==> config.mk <==
export PLATFORM = sky130hd
export DESIGN_NAME = dcache_write_buffer
export DESIGN_NICKNAME = d
export VERILOG_FILES = /design/src/rtl/dcache_write_buffer.sv
export SDC_FILE = /design/constraint.sdc
export NUM_CORES = 1
export LEC_CHECK = 0
export BUFFER_PORTS_ARGS = -buffer_cell sky130_fd_sc_hd__buf_2
export CAP_MARGIN = 30
export CORE_ASPECT_RATIO = 1.4
export CORE_MARGIN = 2
export CORE_UTILIZATION = 53
export CTS_CLUSTER_SIZE = 30
export DETAILED_ROUTE_END_ITERATION = 10
export HOLD_SLACK_MARGIN = 0.02
export PLACE_DENSITY = 0.76
export SLEW_MARGIN = 20
export SYNTH_ARGS = -nofsm -noshare
export SYNTH_HDL_FRONTEND = slang
export SYNTH_SLANG_ARGS = --single-unit
==> constraint.sdc <==
create_clock -name CLK -period 4.7 [get_ports CLK]
set_input_delay 0.235 -clock CLK [delete_from_list [all_inputs] [get_ports CLK]]
set_output_delay 0.235 -clock CLK [all_outputs]
set_load 0.02 [all_outputs]
==> src/rtl/dcache_write_buffer.sv <==
// dcache_write_buffer
//   Posted-write FIFO between the data cache and data memory. Block
//   write-backs from the dcache are accepted in one cycle and drained to
//   memory in the background, one memory operation at a time. Reads are
//   forwarded to memory without reordering them against buffered writes to
//   the same block.
//
// Ports
//   CLK, RESET          clock, synchronous active-high reset
//   c_read, c_write     dcache requests, held until c_busywait is low
//   c_address           dcache block address
//   c_writedata         dcache write block
//   c_readdata          read block to the dcache (registered, valid while rd_done)
//   c_busywait          stall to the dcache (combinational)
//   mem_read/mem_write  data-memory strobes (registered)
//   mem_address         data-memory block address (registered)
//   mem_writedata       data-memory write block (registered)
//   mem_readdata        data-memory read block
//   mem_busywait        data-memory busy; an op completes at the edge it is low
//
// Configuration
//   WBUF_FORWARD_EN  when defined, a read that hits a buffered block is served
//                    from the buffer in one cycle with no memory read.
//                    When undefined, such a read waits until every matching
//                    entry has drained and then reads memory.
module dcache_write_buffer #(
  parameter int DEPTH = 4,
  parameter int AW    = 6,
  parameter int DW    = 32
) (
  input  logic          CLK,
  input  logic          RESET,
  input  logic          c_read,
  input  logic          c_write,
  input  logic [AW-1:0] c_address,
  input  logic [DW-1:0] c_writedata,
  output logic [DW-1:0] c_readdata,
  output logic          c_busywait,
  output logic          mem_read,
  output logic          mem_write,
  output logic [AW-1:0] mem_address,
  output logic [DW-1:0] mem_writedata,
  input  logic [DW-1:0] mem_readdata,
  input  logic          mem_busywait
);
  localparam int PW = $clog2(DEPTH);
  localparam int CW = $clog2(DEPTH + 1);
  localparam logic [CW-1:0] FULL = CW'(DEPTH);

  typedef enum logic [1:0] {S_IDLE, S_DRAIN, S_READ} state_t;

  state_t           state_q, state_d;
  logic [DEPTH-1:0] valid_q, valid_d;
  logic [AW-1:0]    addr_q [DEPTH];
  logic [AW-1:0]    addr_d [DEPTH];
  logic [DW-1:0]    data_q [DEPTH];
  logic [DW-1:0]    data_d [DEPTH];
  logic [PW-1:0]    wr_ptr_q, wr_ptr_d, rd_ptr_q, rd_ptr_d;
  logic [CW-1:0]    count_q, count_d;
  logic             rd_done_q, rd_done_d;
  logic [DW-1:0]    c_readdata_q, c_readdata_d;
  logic             mem_read_q, mem_read_d, mem_write_q, mem_write_d;
  logic [AW-1:0]    mem_address_q, mem_address_d;
  logic [DW-1:0]    mem_writedata_q, mem_writedata_d;

  logic             hit_new, hit_head;
  logic [PW-1:0]    hit_idx;
  logic             read_pending, write_ok, write_accept;
  logic             push, pop;
  logic             fwd_hit, read_issue_ok;
  logic [DW-1:0]    fwd_data;

  // Address match. The head entry being drained is tracked separately: its
  // data was already snapshotted, so a write to it must open a new tail entry
  // rather than coalesce into it.
  always_comb begin
    hit_new  = 1'b0;
    hit_head = 1'b0;
    hit_idx  = '0;
    for (int i = 0; i < DEPTH; i++) begin
      if (valid_q[i] && (addr_q[i] == c_address)) begin
        if ((state_q == S_DRAIN) && (PW'(i) == rd_ptr_q)) begin
          hit_head = 1'b1;
        end else begin
          hit_new = 1'b1;
          hit_idx = PW'(i);
        end
      end
    end
  end

  assign read_pending = c_read & ~rd_done_q;
  assign write_ok     = (count_q != FULL) | hit_new;
  // A read always wins over a simultaneous write.
  assign write_accept = c_write & ~c_read & write_ok;
  assign c_busywait   = c_read ? ~rd_done_q : (c_write & ~write_ok);

`ifdef WBUF_FORWARD_EN
  // The youngest copy of a block is a non-head match if one exists.
  assign fwd_hit       = hit_new | hit_head;
  assign fwd_data      = hit_new ? data_q[hit_idx] : data_q[rd_ptr_q];
  assign read_issue_ok = ~fwd_hit;
`else
  assign fwd_hit       = 1'b0;
  assign fwd_data      = '0;
  assign read_issue_ok = ~(hit_new | hit_head);
`endif

  always_comb begin
    state_d         = state_q;
    valid_d         = valid_q;
    addr_d          = addr_q;
    data_d          = data_q;
    wr_ptr_d        = wr_ptr_q;
    rd_ptr_d        = rd_ptr_q;
    count_d         = count_q;
    rd_done_d       = 1'b0;
    c_readdata_d    = c_readdata_q;
    mem_read_d      = mem_read_q;
    mem_write_d     = mem_write_q;
    mem_address_d   = mem_address_q;
    mem_writedata_d = mem_writedata_q;

    push = write_accept & ~hit_new;
    pop  = (state_q == S_DRAIN) & ~mem_busywait;

    if (write_accept) begin
      if (hit_new) begin
        data_d[hit_idx] = c_writedata;
      end else begin
        valid_d[wr_ptr_q] = 1'b1;
        addr_d[wr_ptr_q]  = c_address;
        data_d[wr_ptr_q]  = c_writedata;
        wr_ptr_d          = wr_ptr_q + PW'(1);
      end
    end
    if (pop) begin
      valid_d[rd_ptr_q] = 1'b0;
      rd_ptr_d          = rd_ptr_q + PW'(1);
    end
    count_d = count_q + CW'(push) - CW'(pop);

    if (read_pending && fwd_hit && (state_q != S_READ)) begin
      c_readdata_d = fwd_data;
      rd_done_d    = 1'b1;
    end

    case (state_q)
      S_IDLE: begin
        if (read_pending && read_issue_ok) begin
          state_d       = S_READ;
          mem_read_d    = 1'b1;
          mem_address_d = c_address;
        end else if (count_q != '0) begin
          state_d       = S_DRAIN;
          mem_write_d   = 1'b1;
          mem_address_d = addr_q[rd_ptr_q];
          // A write coalescing into the head on this same edge must be the
          // data that reaches memory, since the head is popped afterwards.
          mem_writedata_d = (write_accept && hit_new && (hit_idx == rd_ptr_q)) ?
                            c_writedata : data_q[rd_ptr_q];
        end
      end
      S_DRAIN: begin
        if (!mem_busywait) begin
          state_d     = S_IDLE;
          mem_write_d = 1'b0;
        end
      end
      S_READ: begin
        if (!mem_busywait) begin
          state_d      = S_IDLE;
          mem_read_d   = 1'b0;
          c_readdata_d = mem_readdata;
          rd_done_d    = 1'b1;
        end
      end
      default: state_d = S_IDLE;
    endcase
  end

  always_ff @(posedge CLK) begin
    if (RESET) begin
      state_q         <= S_IDLE;
      valid_q         <= '0;
      wr_ptr_q        <= '0;
      rd_ptr_q        <= '0;
      count_q         <= '0;
      rd_done_q       <= 1'b0;
      c_readdata_q    <= '0;
      mem_read_q      <= 1'b0;
      mem_write_q     <= 1'b0;
      mem_address_q   <= '0;
      mem_writedata_q <= '0;
    end else begin
      state_q         <= state_d;
      valid_q         <= valid_d;
      wr_ptr_q        <= wr_ptr_d;
      rd_ptr_q        <= rd_ptr_d;
      count_q         <= count_d;
      rd_done_q       <= rd_done_d;
      c_readdata_q    <= c_readdata_d;
      mem_read_q      <= mem_read_d;
      mem_write_q     <= mem_write_d;
      mem_address_q   <= mem_address_d;
      mem_writedata_q <= mem_writedata_d;
    end
  end

  // Entry payload is qualified by valid_q and needs no reset.
  always_ff @(posedge CLK) begin
    addr_q <= addr_d;
    data_q <= data_d;
  end

  assign c_readdata    = c_readdata_q;
  assign mem_read      = mem_read_q;
  assign mem_write     = mem_write_q;
  assign mem_address   = mem_address_q;
  assign mem_writedata = mem_writedata_q;

endmodule

==> results of run 1 <==
-- cells in the final DEF (no fill, tap or decap), drive strengths merged, types with 4 or more instances in the layout --
cell,n
clkinv,11
and2,100
nand2b,9
a21oi,43
buf,162
edfxtp,152
nand2,79
nor4,4
o21ai,4
o2bb2ai,32
dlygate4sd3,32
a211oi,7
dfxtp,86
nand3,5
and3,4
nand4,4
nor3,7
inv,14
ha,13
mux4,38
clkbuf,26
mux2i,40
nor2,29
nor2b,37
xnor2,23
-- worst min-delay path, stage by stage --
cell and delay (ns):
buf_2 0.10, mux2i_1 0.07, o2bb2ai_1 0.12
-- metal layers --
| layer | part of all wire | vias to the layer above | global-route usage |
|---|---|---|---|
| met5 | 0.00057 | - | 0 |
| met4 | 0.025 | 2 | 0.07065 |
| met3 | 0.050 | 43 | 0.03133 |
| met2 | 0.52 | 188 | 0.3954 |
| met1 | 0.40 | 3327 | 0.2677 |
| li1 | - | 3222 | - |
-- worst paths after layout --
kind,start,end,slack (ns),cells after the start
setup / recovery,state_q[1],count_q[2],1.30,13
hold / removal,c_writedata[17],mem_writedata[17],0.05,3
setup reg to reg,state_q[1],count_q[2],1.30,13
hold reg to reg,c_readdata[13],c_readdata[13],0.45,2
-- logic make-up after synthesis --
kind of cell,count (synthesis),synth area share
flops,238,0.5958
compound gates,95,0.06321
buf+inv,68,0.03048
simple gates,286,0.1480
mux,78,0.1191
xor+xnor,25,0.02609
fa+ha+maj,14,0.01732
-- flip-flops by register name, indices dropped and copies added, names as in the netlist --
name	cells
addr_q	24
c_readdata	32
count_q	3
data_q	128
mem_address	6
mem_read	1
mem_write	1
mem_writedata	32
rd_done_q	1
rd_ptr_q	2
state_q	2
valid_q	4
wr_ptr_q	2
-- power groups by stage --
stage                     Combinational, mW  Sequential, mW  Clock (mW)
after floorplan                       0.616            2.70           0
after global placement                 1.07            2.57           0
after detailed placement               1.08            2.57           0
after CTS                              1.11            2.53        1.78
after global routing                   1.22            2.55        1.86
final                                  1.10            2.53        1.74
-- final cells by class --
class,instances,area (um2)
antenna,1,2.502
clock buffer,26,586.8
clock inverter,14,113.9
fill,1482,7167
inverter,14,52.55
multi-input combinational,498,3996
sequential,238,6289
tap,252,315.3
timing repair buffer,194,1169
==> reports/qor.yml, run 1 <==
outcome: "finished clean"
gp_congestion: 0.8967
min_period_over_period: 0.7238
cts_buffers: 23
rsz0062_at_grt: "false"
yosys.area.top_type: "edfxtp_1"
worst_slew_pin_slew_ns: 0.8893
core_area_um2: 19690
clkTransAtPathRegs_ns: 0.06
endpoint_kind: "flop"
crit_slowest_cell: "nor4_4"
post-route-cell-area_um2: 12520
path_buf_inv: 3
hold_buffers: 32
cts.path.max_buffers: 3
drt_first_pass_iters: 4
dp_hpwl_um: 14160
grt_max_degree: 57
final_max_slew_viol_count: 0
cts.sinks: 238
worstPathMaxFanout: 7
post_drt_wl_per_cell_um: 18.57
drive_gt1_frac: 0.2622
io_pins: 148
syn_avg_cell_area_um2: 13.12
portBuffers: 147
switching_share: 0.2785
grt_pass1_wl_um: 35540
die_area_um2: 21070
maxCapViolations: 0
p_leak_nw: 4.636
yosys.cell_count.top_type: "edfxtp_1"
startpoint_type: "flop"
fin_crit_ns: 3.402
syn_inst: 804
setup_tns_ns: 0
synth-seq-area-share: 0.5958
power_mw: 5.374
skew_ns: 0.01079
placed_cells: 1164
fin_ws_ns: 1.298
cp_top_family: "simple AND/OR/NAND/NOR gates"
totalWireLength_um: 22970
setup_viol: 0
nets: 1058
crit_chain: "inv_1 > ha_1 > a21oi_1 > and4b_1 > nor4_4 > and3_1 > inv_1 > ha_1 > inv_1 > ha_1 > fa_1 > xnor2_1 > nor2_1"
ys.warnings.count: 0
die_w_um: 123.2
power_density_nw_per_um2: 429.1
drtIter0Drc: 538
async_reset_ff_frac: 0
cts_resized: 0
synth_top_cell_area_share: 0.4326
placed_area_um2: 11500
grt-ovfl-total: 0
drc_errors: 0
start_util: 0.5358
dp_slack_ns: 1.316
fp.dieH_um: 170.9
synth_top_flop_cell: "edfxtp_1"
htreeDepth: 1
syn_to_final_growth_pct: 18.71
slew_headroom: 0.4071
p_int_mw: 3.877
clkPwrFrac: 0.324
synth.distinct_cells: 47
ant_nets: 0
synth_fp_nets: 893
hp-class: "input pin to flop"
p_sw_mw: 1.497
max_clock_freq_mhz: 294.0
synth_area_leaders: "edfxtp_1, dfxtp_1, mux4_2"
crit_arrival_ns: 3.77
worstSkewPairLatency_ns: 0.50
whs_ns: 0.05372
p_seq_frac: 0.471
combPwrFrac: 0.204
postLayoutCoreUtil: 0.6360
post_cts_buffers: 0
layout.cells.non_filler: 1237
num_rows: 61
clockRootBuffer: "clkbuf_16"
num_vias: 6782
final_hold_viol_count: 0
cts_tree: "built"
antenna_found_initial: 2
ir_worst_vdd_mv: 0.3571
grt_pass1_vias: 6815
viasPerCell: 5.483
grt_util_all_layers: 0.2193
synth_common_cells: "edfxtp_1, and2_1, dfxtp_1"
synth-seq-cells: 238
synth-edff-count: 152
crit_type: "flop to flop"
netlist_area_um2: 10550
worst-endpoint-required_ns: 5.07
slowest_delay_ns: 0.54
(Power assumes the default switching activity.)
==> inputs of run 2 (changes only) <==
- clock period: 4.7 -> 3.4 ns (I/O delays scaled with it)
==> run 2 against run 1 <==
Effect of this change:
- clock power increased by 32%
- die area is the same
- clock skew grew 0.013 ns
- critical endpoint is now data_q[44]
- final area increased by 2.7%
- power is 37% higher
- sequential share of layout area down 1.3 points
- critical path type unchanged
- sequential cell count unchanged
- combinational power increased by 42%
==> reports/qor.yml, run 2 (same netlist as run 1, synthesis figures left out) <==
diodes: 0  # -1
drtIter0Drc: 435  # -19%
p_seq_frac: 0.476  # +0.005
syn_to_final_growth_pct: 21.93
clkTransAtPathRegs_ns: 0.06  # about the same
grt-ovfl-total: 0  # unchanged
r2r_end: "data_q[44]"
reg2reg_slack_ns: 0.45  # -0.85 ns
viasPerCell: 5.411  # -1.3%
layout.cells.non_filler: 1273  # +2.9%
worst-endpoint-required_ns: 3.54  # -1.53 ns
clkPwrFrac: 0.311  # -0.013
grt_pass1_vias: 7029  # +3.1%
final_common_cell: "edfxtp_1"
placed_cells: 1169  # +0.43%
die_w_um: 123.2  # unchanged
startpoint_type: "flop"
n_fill_cell: 1463  # -1.3%
cts_tree: "built"
skew_ns: 0.02399  # +0.01320 ns
worstSkewPairLatency_ns: 0.51  # about the same
antenna_found_initial: 0  # -2
final_max_slew_viol_count: 0  # unchanged
rsz0062_at_grt: "false"
final_hold_viol_count: 0  # unchanged
num_vias: 6888  # +1.6%
dp_hpwl_um: 14350  # +1.3%
power_density_nw_per_um2: 571.3  # +33%
htreeDepth: 1  # unchanged
drt_first_pass_iters: 4  # unchanged
regMostFlops: "data_q"
worst-path-stages: 11  # -2
post_drt_wl_per_cell_um: 18.13  # -2.4%
cp_top_family: "simple AND/OR/NAND/NOR gates"
maxCapViolations: 0  # unchanged
p_leak_nw: 4.778  # +3.1%
crit_type: "flop to flop"
grt_util_all_layers: 0.2207  # +0.001421
start_util: 0.5358  # unchanged
combPwrFrac: 0.213  # +0.009
grt_pass1_wl_um: 36330  # +2.2%
switching_share: 0.2842  # +0.005734
max_clock_freq_mhz: 339.2  # +15%
setup_tns_ns: 0  # unchanged
crit_slowest_cell: "nor3_1"
fin_crit_ns: 2.948  # -0.4542 ns
power_mw: 7.349  # +37%
clockRootBuffer: "clkbuf_16"
slowest_delay_ns: 0.48  # -0.06 ns
min_period_over_period: 0.8670  # +0.1432
slew_headroom: 0.5398  # +0.1327
die_area_um2: 21070  # unchanged
grt_max_degree: 56  # -1.8%
drive_gt1_frac: 0.2576  # -0.004605
ant_nets: 0  # unchanged
path_buf_inv: 3  # unchanged
crit_end: "data_q[44]"
p_sw_mw: 2.089  # +40%
cpMostUsedCell: "nand2_1"
crit_arrival_ns: 3.08  # -0.69 ns
crit_chain: "inv_1 > ha_1 > nand2_1 > nand4_1 > nor3_1 > nor4_4 > buf_4 > nand2_1 > nand2_1 > nor3_4 > buf_4"
num_rows: 61  # unchanged
cts_buffers: 22  # -4.3%
outcome: "finished clean"
ir_worst_vdd_mv: 0.4196  # +17%
drc_errors: 0  # unchanged
cts_resized: 0  # unchanged
post_cts_buffers: 0  # unchanged
hp-class: "input pin to flop"
portBuffers: 147  # unchanged
largest_reg_flops: 128  # unchanged
p_int_mw: 5.260  # +36%
fp.dieH_um: 170.9  # unchanged
totalWireLength_um: 23080  # +0.46%
reg2reg_depth: 11  # -2
nets: 1094  # +3.4%
endpoint_kind: "flop"
core_area_um2: 19690  # unchanged
cts.sinks: 238  # unchanged
cts.path.max_buffers: 3  # unchanged
io_pins: 148  # unchanged
hold_buffers: 64  # +100%
mostFrequentLayoutCells: "edfxtp_1, buf_2, and2_1, dfxtp_1, nand2_1"
timing.rr.start: "rd_ptr_q[1]"
worstPathMaxFanout: 32  # +25
gp_congestion: 0.8521  # -5.0%
setup_viol: 0  # unchanged
worst_slew_pin_slew_ns: 0.6904  # -0.1990 ns
critPathLaunch: "rd_ptr_q[1]"
==> run 2: cell type report <==
type	count	area, um2	area share
Sequential cell	238	6291	0.4891
Multi-Input combinational cell	498	4010	0.3117
Timing Repair Buffer	231	1539	0.1196
Clock buffer	32	609.3	0.04737
Tap cell	252	315.3	0.02451
Inverter	14	52.55	0.004085
Clock inverter	8	46.29	0.003599
==> run 2: per-layer routing <==
metal | vias to the layer above | wire length, um | global-route usage
met5 | - | 0 | 0
met4 | 0 | 468 | 0.05435
met3 | 31 | 1299 | 0.02933
li1 | 3304 | - | -
met2 | 220 | 12040 | 0.4047
met1 | 3333 | 9272 | 0.2723
==> run 2: worst reg2reg max path, cell delays in order, from the launching register on <==
cell     delay [ns]
dfxtp_2        0.45
inv_1          0.15
ha_1           0.23
nand2_1        0.09
nand4_1        0.13
nor3_1         0.48
nor4_4         0.06
buf_4          0.18
nand2_1        0.08
nand2_1        0.14
nor3_4         0.14
buf_4          0.43
==> run 2: how the worst min path moves through the flow <==
stage / start / to / slack, ns / cells after the start
after floorplan: c_address[0] / addr_q[0] / 0.27 / 0
after detailed placement: mem_readdata[19] / c_readdata[19] / 0.42 / 3
final: c_writedata[0] / data_q[64] / 0.03 / 2
after global placement: mem_readdata[18] / c_readdata[18] / 0.41 / 3
after CTS: c_writedata[0] / data_q[64] / 0.02 / 2
after global routing: c_writedata[7] / data_q[71] / 0.03 / 2
==> run 2: per-stage QoR <==
stage / hold WS (ns) / cell area [um2] / setup WS [ns] / util
2_1_floorplan: 0.2689 / 10560 / 0.2027 / -
3_3_place_gp: 0.4120 / 11560 / 0.5436 / 0.5871
3_5_place_dp: 0.4170 / 11570 / 0.4984 / 0.5874
4_1_cts: 0.02330 / 12860 / 0.4544 / 0.6533
5_1_grt: 0.03413 / 12860 / 0.1790 / 0.6533
6_report: 0.02888 / 12860 / 0.4522 / 0.6533
==> run 2: power groups by stage <==
stage          logic, mW  registers (mW)  clock network [mW]
2_1_floorplan      0.852            3.73                   0
3_3_place_gp        1.49            3.55                   0
3_5_place_dp        1.52            3.56                   0
4_1_cts             1.58            3.50                2.33
5_1_grt             1.73            3.52                2.44
6_report            1.56            3.50                2.29
==> inputs of run 3 (changes only) <==
- CORE_MARGIN: 2 -> unset
==> run 3 against run 2 <==
Effect of this change:
- fmax fell by 6.3%
- final area rose by 0.76%
- critical path depth rose by 4
- worst hold slack got worse by 0.018 ns
- clock skew fell by 0.012 ns
- sequential cell count did not move
- non-clock buffer count rose by 6
- global-route usage rose by 1.2 points
- final cell count rose by 0.24%
- sequential share of layout area fell by 0.37 points
- critical endpoint is now count_q[2]
==> reports/qor.yml, run 3 (same netlist as run 1, synthesis figures left out) <==
power_mw: 7.469  # +1.6%
critPathLaunch: "state_q[1]"
setup_viol: 0  # unchanged
nets: 1101  # +0.64%
die_area_um2: 20480  # -2.8%
clockRootBuffer: "clkbuf_16"
grt-ovfl-total: 0  # unchanged
reg2reg_depth: 15  # +4
post-route-cell-area_um2: 12960  # +0.76%
whs_ns: 0.01108  # -0.01780 ns
seq_area_um2: 6291  # unchanged
start_util: 0.5447  # +0.008930
skew_ns: 0.01240  # -0.01160 ns
slowest_delay_ns: 0.40  # -0.08 ns
cts.path.max_buffers: 3  # unchanged
regMostFlops: "data_q"
maxCapViolations: 0  # unchanged
drc_errors: 0  # unchanged
final_max_slew_viol_count: 0  # unchanged
grt_util_all_layers: 0.2326  # +0.01184
htreeDepth: 1  # unchanged
die_w_um: 121.2  # -1.6%
grt_max_degree: 38  # -32%
largest_reg_flops: 128  # unchanged
antenna_found_initial: 0  # unchanged
outcome: "finished clean"
grt_pass1_vias: 7156  # +1.8%
cts_buffers: 23  # +4.5%
whs_path_depth: 2  # unchanged
slew_headroom: 0.5040  # -0.03576
post_drt_wl_per_cell_um: 18.21  # +0.46%
io_pins: 148  # unchanged
setup_tns_ns: 0  # unchanged
fin_crit_ns: 3.147  # +0.1995 ns
worst-path-stages: 15  # +4
drt_first_pass_iters: 5  # +1
min_period_over_period: 0.9257  # +0.05867
mostFrequentLayoutCells: "edfxtp_1, buf_2, and2_1, dfxtp_1, nand2_1"
drive_gt1_frac: 0.2656  # +0.007974
portBuffers: 147  # unchanged
p_leak_nw: 4.841  # +1.3%
cts_tree: "built"
multi_input_area_um2: 4004  # -0.16%
final_common_cell: "edfxtp_1"
num_rows: 60  # -1.6%
worst-endpoint-required_ns: 3.78  # +0.24 ns
power_density_nw_per_um2: 576.3  # +0.87%
worstPathMaxFanout: 7  # -78%
worst_slew_pin_slew_ns: 0.7379  # +0.04749 ns
cts.sinks: 238  # unchanged
rsz0062_at_grt: "false"
totalWireLength_um: 23240  # +0.69%
crit_chain: "inv_1 > ha_1 > nand2_1 > nand4_1 > nor3_1 > buf_4 > nor4_4 > and3_2 > inv_1 > ha_1 > inv_1 > ha_1 > fa_1 > xnor2_1 > nor2_1"
timing.rr.start: "state_q[1]"
clkTransAtPathRegs_ns: 0.06  # about the same
cp_top_family: "adder cells"
fp.dieH_um: 168.9  # -1.2%
crit_slowest_cell: "fa_1"
viasPerCell: 5.463  # +0.97%
drtIter0Drc: 335  # -23%
n_fill_cell: 1395  # -4.6%
crit_arrival_ns: 3.53  # +0.45 ns
placed_area_um2: 11650  # +0.69%
endpoint_kind: "flop"
hp-class: "input pin to flop"
ir_worst_vdd_mv: 0.4079  # -2.8%
core_area_um2: 19370  # -1.6%
crit_type: "flop to flop"
diodes: 0  # unchanged
r2r_end: "count_q[2]"
ant_nets: 0  # unchanged
final_hold_viol_count: 0  # unchanged
gp_congestion: 0.8836  # +3.7%
path_buf_inv: 4  # +1
crit_end: "count_q[2]"
num_vias: 6971  # +1.2%
worstSkewPairLatency_ns: 0.51  # about the same
grt_pass1_wl_um: 36950  # +1.7%
syn_to_final_growth_pct: 22.85
startpoint_type: "flop"
max_clock_freq_mhz: 317.7  # -6.3%
reg2reg_slack_ns: 0.25  # -0.20 ns
dp_hpwl_um: 14550  # +1.4%
run 3: changes by cell type in the layout (fill, tap and decap cells not counted), moves of 2 or more:
cell	change
buf_4	+6
dlygate4sd3_1	-3
clkbuf_8	+2
clkbuf_1	-2
clkinv_1	+2
buf_12	+2
run 3: routing by layer:
metal	vias to the layer above	track usage	wire length, um
met3	36	0.03201	1300
met4	0	0.07729	523
met1	3412	0.2823	9361
met5	-	0	0
met2	227	0.4214	12060
li1	3296	-	-
run 3: final cells by class:
class / instances / share of cell area
clock buffers: 32 / 0.04856
clock inverters: 9 / 0.005020
inverters: 14 / 0.004054
flip-flops and latches: 238 / 0.4854
well taps: 248 / 0.02394
multi-input cells: 498 / 0.3089
repair buffers: 237 / 0.1241
run 3: through the flow:
step | utilization | cells | setup WS [ns]
3_5_place_dp | 0.6014 | 1173 | 0.1877
6_report | 0.6692 | 1276 | 0.2528
3_3_place_gp | 0.5995 | 1171 | 0.2624
5_1_grt | 0.6692 | 1276 | 0.07332
2_1_floorplan | - | 804 | 0.2027
4_1_cts | 0.6687 | 1275 | 0.1698
run 3: how the worst min path moves through the flow:
stage,startpoint,end
after floorplan,c_address[0],addr_q[0]
after global placement,mem_readdata[3],c_readdata[3]
after detailed placement,mem_readdata[26],c_readdata[26]
after CTS,c_writedata[12],data_q[44]
after global routing,c_address[5],addr_q[5]
final,c_writedata[4],data_q[68]
run 3: power by group:
part | internal (mW) | switching (mW)
clock network | 1.36 | 1.03
logic | 0.653 | 0.931
registers | 3.36 | 0.130
total | 5.38 | 2.09
run 3: what timing repair did:
action | in CTS | in global routing
hold endpoints to repair | 150 | 0
hold buffers | 61 | 0
setup buffers | 0 | 1
gates resized for setup | 0 | 1
setup endpoints to repair | 0 | 2
